$ cat config.mk
export PLATFORM = sky130hd
export DESIGN_NAME = pc_sequencer
export DESIGN_NICKNAME = d
export VERILOG_FILES = /design/src/rtl/pc_pkg.sv /design/src/rtl/pc_sequencer_ras_lifo.sv /design/src/rtl/pc_sequencer.sv
export SDC_FILE = /design/constraint.sdc
export NUM_CORES = 1
export LEC_CHECK = 0
export ABC_AREA = 1
export BUFFER_PORTS_ARGS = -buffer_cell sky130_fd_sc_hd__buf_2
export CAP_MARGIN = 25
export CORE_MARGIN = 1.5
export CORE_UTILIZATION = 35
export CTS_CLUSTER_DIAMETER = 80
export DETAILED_ROUTE_END_ITERATION = 10
export PLACE_DENSITY = 0.67
export SETUP_SLACK_MARGIN = 0.15
export SLEW_MARGIN = 5
export SYNTH_ARGS = -nofsm -noshare
export SYNTH_HDL_FRONTEND = slang
export SYNTH_HIERARCHICAL = 1
export SYNTH_SLANG_ARGS = --single-unit
$ cat constraint.sdc
create_clock -name clk -period 2.95 [get_ports clk]
set_clock_uncertainty 0.2 [all_clocks]
set_input_delay 0.1475 -clock clk [delete_from_list [all_inputs] [get_ports clk]]
set_output_delay 0.1475 -clock clk [all_outputs]
set_load 0.01 [all_outputs]
$ cat src/rtl/pc_pkg.sv
// Shared definitions for the program-counter sequencer: operation encoding.
package pc_pkg;
   localparam int PC_OP_W = 3;
   localparam logic [PC_OP_W-1:0] PC_OP_INC    = 3'd0;
   localparam logic [PC_OP_W-1:0] PC_OP_JUMP   = 3'd1;
   localparam logic [PC_OP_W-1:0] PC_OP_VECTOR = 3'd2;
   localparam logic [PC_OP_W-1:0] PC_OP_CALL   = 3'd3;
   localparam logic [PC_OP_W-1:0] PC_OP_RET    = 3'd4;
endpackage

$ cat src/rtl/pc_sequencer_ras_lifo.sv
// Return-address stack: a small LIFO that ignores push when full and pop when empty.
module ras_lifo #(
   parameter int AW        = 8,
   parameter int RAS_DEPTH = 4,
   localparam int CW       = $clog2(RAS_DEPTH + 1)
) (
   input  logic          clk,
   input  logic          rst_n,
   input  logic          push,
   input  logic          pop,
   input  logic [AW-1:0] din,
   output logic [AW-1:0] top,
   output logic [CW-1:0] count,
   output logic          full,
   output logic          empty
);
   logic [AW-1:0] mem_q [RAS_DEPTH];
   logic [CW-1:0] count_q, count_d;
   logic          push_ok_s, pop_ok_s;

   assign full      = (count_q == CW'(RAS_DEPTH));
   assign empty     = (count_q == {CW{1'b0}});
   assign push_ok_s = push & ~full;
   assign pop_ok_s  = pop & ~empty;
   assign count     = count_q;

   // Occupancy next-state; a simultaneous push and pop leaves the count unchanged.
   always_comb begin
      count_d = count_q;
      case ({push_ok_s, pop_ok_s})
         2'b10:   count_d = count_q + CW'(1);
         2'b01:   count_d = count_q - CW'(1);
         default: count_d = count_q;
      endcase
   end

   // Occupancy register.
   always_ff @(posedge clk or negedge rst_n) begin
      if (!rst_n) count_q <= {CW{1'b0}};
      else        count_q <= count_d;
   end

   // Entry storage carries no reset; only the slot at the current count is written.
   always_ff @(posedge clk) begin
      for (int i = 0; i < RAS_DEPTH; i++) begin
         if (push_ok_s && !pop_ok_s && count_q == CW'(i)) mem_q[i] <= din;
      end
   end

   // Top-of-stack selection from registered count and storage.
   always_comb begin
      top = {AW{1'b0}};
      for (int i = 0; i < RAS_DEPTH; i++) begin
         if (count_q == CW'(i + 1)) top = mem_q[i];
      end
   end
endmodule

$ cat src/rtl/pc_sequencer.sv
// Program counter with variable increment, jump, vector load and hardware call/return.
module pc_sequencer
   import pc_pkg::*;
#(
   parameter int            AW        = 8,
   parameter int            RAS_DEPTH = 4,
   parameter logic [AW-1:0] RESET_PC  = '0,
   parameter int            DW_LEN    = 2,
   localparam int           CW        = $clog2(RAS_DEPTH + 1)
) (
   input  logic               clk,
   input  logic               rst_n,
   input  logic               pc_write,
   input  logic [PC_OP_W-1:0] pc_op,
   input  logic [DW_LEN-1:0]  inc_len,
   input  logic [AW-1:0]      pc_target,
   input  logic [AW-1:0]      mem_data,
   input  logic               clr_err,
   output logic [AW-1:0]      pc_out,
   output logic [AW-1:0]      ras_top,
   output logic [CW-1:0]      ras_count,
   output logic               stk_full,
   output logic               stk_empty,
   output logic               stk_err
);
   logic [AW-1:0] pc_q, pc_d, inc_sum_s;
   logic          err_q, err_d, err_set_s, push_s, pop_s;

   assign inc_sum_s = pc_q + AW'(inc_len);

   // Operation decode: next PC, stack controls and error detection.
   always_comb begin
      pc_d      = pc_q;
      push_s    = 1'b0;
      pop_s     = 1'b0;
      err_set_s = 1'b0;
      if (pc_write) begin
         case (pc_op)
            PC_OP_INC:    pc_d = inc_sum_s;
            PC_OP_JUMP:   pc_d = pc_target;
            PC_OP_VECTOR: pc_d = mem_data;
            PC_OP_CALL: begin
               if (stk_full) begin
                  err_set_s = 1'b1;
               end else begin
                  push_s = 1'b1;
                  pc_d   = pc_target;
               end
            end
            PC_OP_RET: begin
               if (stk_empty) begin
                  err_set_s = 1'b1;
               end else begin
                  pop_s = 1'b1;
                  pc_d  = ras_top;
               end
            end
            default: pc_d = pc_q;
         endcase
      end else begin
         pc_d = pc_q;
      end
      // A new error on the same edge beats the clear request.
      if (err_set_s)    err_d = 1'b1;
      else if (clr_err) err_d = 1'b0;
      else              err_d = err_q;
   end

   // PC and sticky error registers.
   always_ff @(posedge clk or negedge rst_n) begin
      if (!rst_n) begin
         pc_q  <= RESET_PC;
         err_q <= 1'b0;
      end else begin
         pc_q  <= pc_d;
         err_q <= err_d;
      end
   end

   ras_lifo #(.AW(AW), .RAS_DEPTH(RAS_DEPTH)) u_ras (
      .clk   (clk),
      .rst_n (rst_n),
      .push  (push_s),
      .pop   (pop_s),
      .din   (inc_sum_s),
      .top   (ras_top),
      .count (ras_count),
      .full  (stk_full),
      .empty (stk_empty)
   );

   assign pc_out  = pc_q;
   assign stk_err = err_q;
endmodule

==> impl_metrics.py <==
metrics = {
    "setup_path": {
        "crit_chain": "inv_1, ha_1, nand2_4, inv_4, nor4_1, nand2_1, inv_1, ha_1, inv_1, nor3_1, buf_4",
        "r2r_cells": 11,
        "worstReg2RegStart": "u_ras/count[0]",
        "cp_slowest_stage_delay_ps": 440,
        "start_kind": "register",
        "path_buf_inv": 5,
        "crit_top_cell": "inv_1",
        "r2r_slack_ps": 420,
        "crit_arrival_ps": 2340,
        "r2r_end": "u_ras/mem_q[0][0]",
        "cp.required_ps": 2760,
        "cp_top_family": "simple AND/OR/NAND/NOR gates",
        "worst_setup_path_end_kind": "register",
        "crit_fanout": 19,
        "crit_slowest_cell": "dfrtp_1",
        "path_class": "reg -> reg",
    },
    "layout": {
        "drive_above_1_share_pct": 21.10,
        "layout_commonest_cell": "nand2_1",
        "postLayoutCellArea_um2": 3098,
        "layout.nets": 400,
        "final_cell_mix": "nand2_1 (101), buf_2 (46), nand3_1 (34)",
        "fillCellCount": 765,
        "n_antenna_cell": 0,
        "area_growth_pct": 17.12,
    },
    "worst_hold_path": {
        "hold_path_class": "in -> reg",
        "hold_path_depth": 5,
        "hold_end": "pc_out[1]",
        "hold_path.startpoint": "mem_data[1]",
    },
    "global_route": {
        "grt_max_degree": 20,
        "grt_antenna_before_repair": 0,
        "grt_pass1_wl_um": 10580,
        "overflow": 0,
        "first_global_vias": 2142,
        "grt_usage_pct": 16.55,
    },
    "clock_tree": {
        "cts_made_buffers": 5,
        "cts_htree_levels": 2,
        "clk_pin_slew_worst_paths_ps": 80,
        "clockBufferDepth": 2,
        "cts_tree": "done",
        "cts_repair_resize_count": 0,
        "cts.sinks": 44,
        "clockRootBuffer": "clkbuf_8",
        "clk_latency_ps": 290,
    },
    "sta": {
        "slew_viol_final": 0,
        "setup_viol_count_final": 0,
        "slew_headroom_pct": 51.47,
        "post-route-period-util_pct": 85.89,
        "tightest_slew_ps": 722.8,
        "max_clock_freq_mhz": 394.6,
        "rsz0062_at_grt": "false",
        "hold_violations": 0,
        "hold_ws_ps": 29.84,
        "final.setup.tns_ps": 0,
        "fin_crit_ps": 2534,
    },
    "power": {
        "p_leak_nw": 1.510,
        "ir_worst_vdd_mv": 0.2898,
        "power.share.switching_pct": 42.65,
        "p_clk_share_pct": 16.1,
        "netSwitchingPower_mw": 0.9679,
        "seqPwrFrac_pct": 38.5,
        "p_int_mw": 1.302,
        "pwr-share-comb_pct": 45.4,
        "p_per_area_nw_per_um2": 732.6,
    },
    "routing": {
        "wl_per_cell_um": 13.61,
        "routed_wl_um": 6316,
        "dr.pass1.iters": 4,
        "drt-initial-drc-count": 149,
        "drc": 0,
        "vias": 2182,
        "avgViaCountPerCell": 4.703,
        "postRouteAntennaNets": 0,
    },
    "die": {
        "chipWidth_um": 89.93,
        "boundaryPins": 47,
        "die_area_um2": 8087,
        "core_region_area_um2": 7292,
        "rows": 31,
        "die_h_um": 89.93,
        "initial_core_util_pct": 36.27,
    },
    "place": {
        "port_buffers": 46,
        "placed_cell_area_um2": 2943,
        "place_congestion": 0.8357,
        "dp_hpwl_um": 4876,
    },
    "logic_synthesis": {
        "synth_area_leader_cell": "edfxtp_1",
        "syn_nets": 344,
        "ys_seq_area_share_pct": 47.68,
        "syn_area_um2": 2645,
        "ys_ff_latch": 44,
        "synth_area_leaders": "edfxtp_1 (36%), nand2_1 (14%), dfrtp_1 (11%)",
        "syn_inst": 308,
        "avgSynthCellArea_um2": 8.588,
        "synth_top_area_share_pct": 36.33,
        "synth-warning-count": 6,
        "synth_cell_type_count": 26,
    },
    "flow_run": {
        "max_cap_violations": 0,
    },
    "status": {
        "status": "complete, no violations",
    },
}
## synthesized netlist by cell type (all sizes together)
cell type,instances
nand3,39
o21ai,13
nor3,3
o21bai,1
xor2,1
buf,7
nor2,37
nand2,105
a21oi,6
edfxtp,32
dfrtp,12
inv,37
nor4,1
xnor2,3
ha,10
fa,1
## how the worst max path moves through the flow
| stage | startpoint | to | slack [ps] | cells after the start |
|---|---|---|---|---|
| 2_1_floorplan | u_ras/count[0] | u_ras/mem_q[0][0] | 120 | 11 |
| 3_3_place_gp | u_ras/count[1] | u_ras/mem_q[1][1] | 540 | 11 |
| 3_5_place_dp | u_ras/count[0] | u_ras/mem_q[0][1] | 450 | 11 |
| 4_1_cts | u_ras/count[0] | u_ras/mem_q[0][3] | 390 | 11 |
| 5_1_grt | u_ras/count[0] | u_ras/mem_q[0][3] | 190 | 11 |
| 6_report | u_ras/count[0] | u_ras/mem_q[0][0] | 420 | 11 |
## layer usage
metal  GRT usage, %  up-vias  part of all wire (%)
li1               -     1104                     -
met2          26.53       65                    47
met4          5.952        0                   2.1
met3          2.876       10                   5.2
met1          22.52     1003                    45
met5              0        -                     0
## sequential cells by signal, indices dropped and copies added, names as in the netlist
signal,count
pc_out,8
stk_err,1
u_ras/mem_q,32
u_ras/count,3
## area by class of cell
| class | instances | area [um2] | area share, % |
|---|---|---|---|
| Multi-Input combinational cell | 220 | 1161 | 37.48 |
| Clock buffer | 7 | 76.32 | 2.464 |
| Sequential cell | 44 | 1261 | 40.71 |
| Inverter | 37 | 143.9 | 4.645 |
| Timing Repair Buffer | 56 | 322.8 | 10.42 |
| Tap cell | 99 | 123.9 | 3.998 |
| Clock inverter | 1 | 8.758 | 0.2827 |
## cell families (layout without fill, tap and decap cells)
group | Yosys count | after routing | share of synthesized area (%)
xor gates and xnor gates | 4 | 4 | 1.325
adders and majority gates | 11 | 11 | 5.487
AOI/OAI and AO/OA | 20 | 20 | 4.305
DFF | 44 | 44 | 47.68
buffers and inverters | 44 | 101 | 8.420
and+or+nand+nor | 185 | 185 | 32.78
## power groups by stage
stage | sequential [mW] | clock (mW) | combinational [mW]
floorplan | 0.888 | 0 | 0.728
global placement | 0.887 | 0 | 1.01
detailed placement | 0.888 | 0 | 1.03
CTS | 0.875 | 0.377 | 1.04
global route | 0.891 | 0.403 | 1.16
finish | 0.874 | 0.366 | 1.03
## worst reg2reg max path: cells and delay by family (launching register included)
family,cells,cell delay (ps)
AND/OR/NAND/NOR,4,660
buffers and inverters,5,540
flip-flops,1,440
adder cells (fa/ha/maj),2,410
## through the flow
step,instances,power [mW],worst slack (ps),utilization [%]
floorplan,308,1.615,117.5,-
CTS,464,2.293,394.6,42.48
detailed placement,449,1.915,446.3,40.36
finish,464,2.270,416.1,42.48
global placement,449,1.895,541.8,40.36
global route,464,2.449,188.9,42.48
## repair_timing
item | 4_1_cts | 5_1_grt
buffers inserted | 0 | 0
hold buffers | 7 | 0
hold endpoints to repair | 17 | 0
Power figures use the tool's default switching activity.
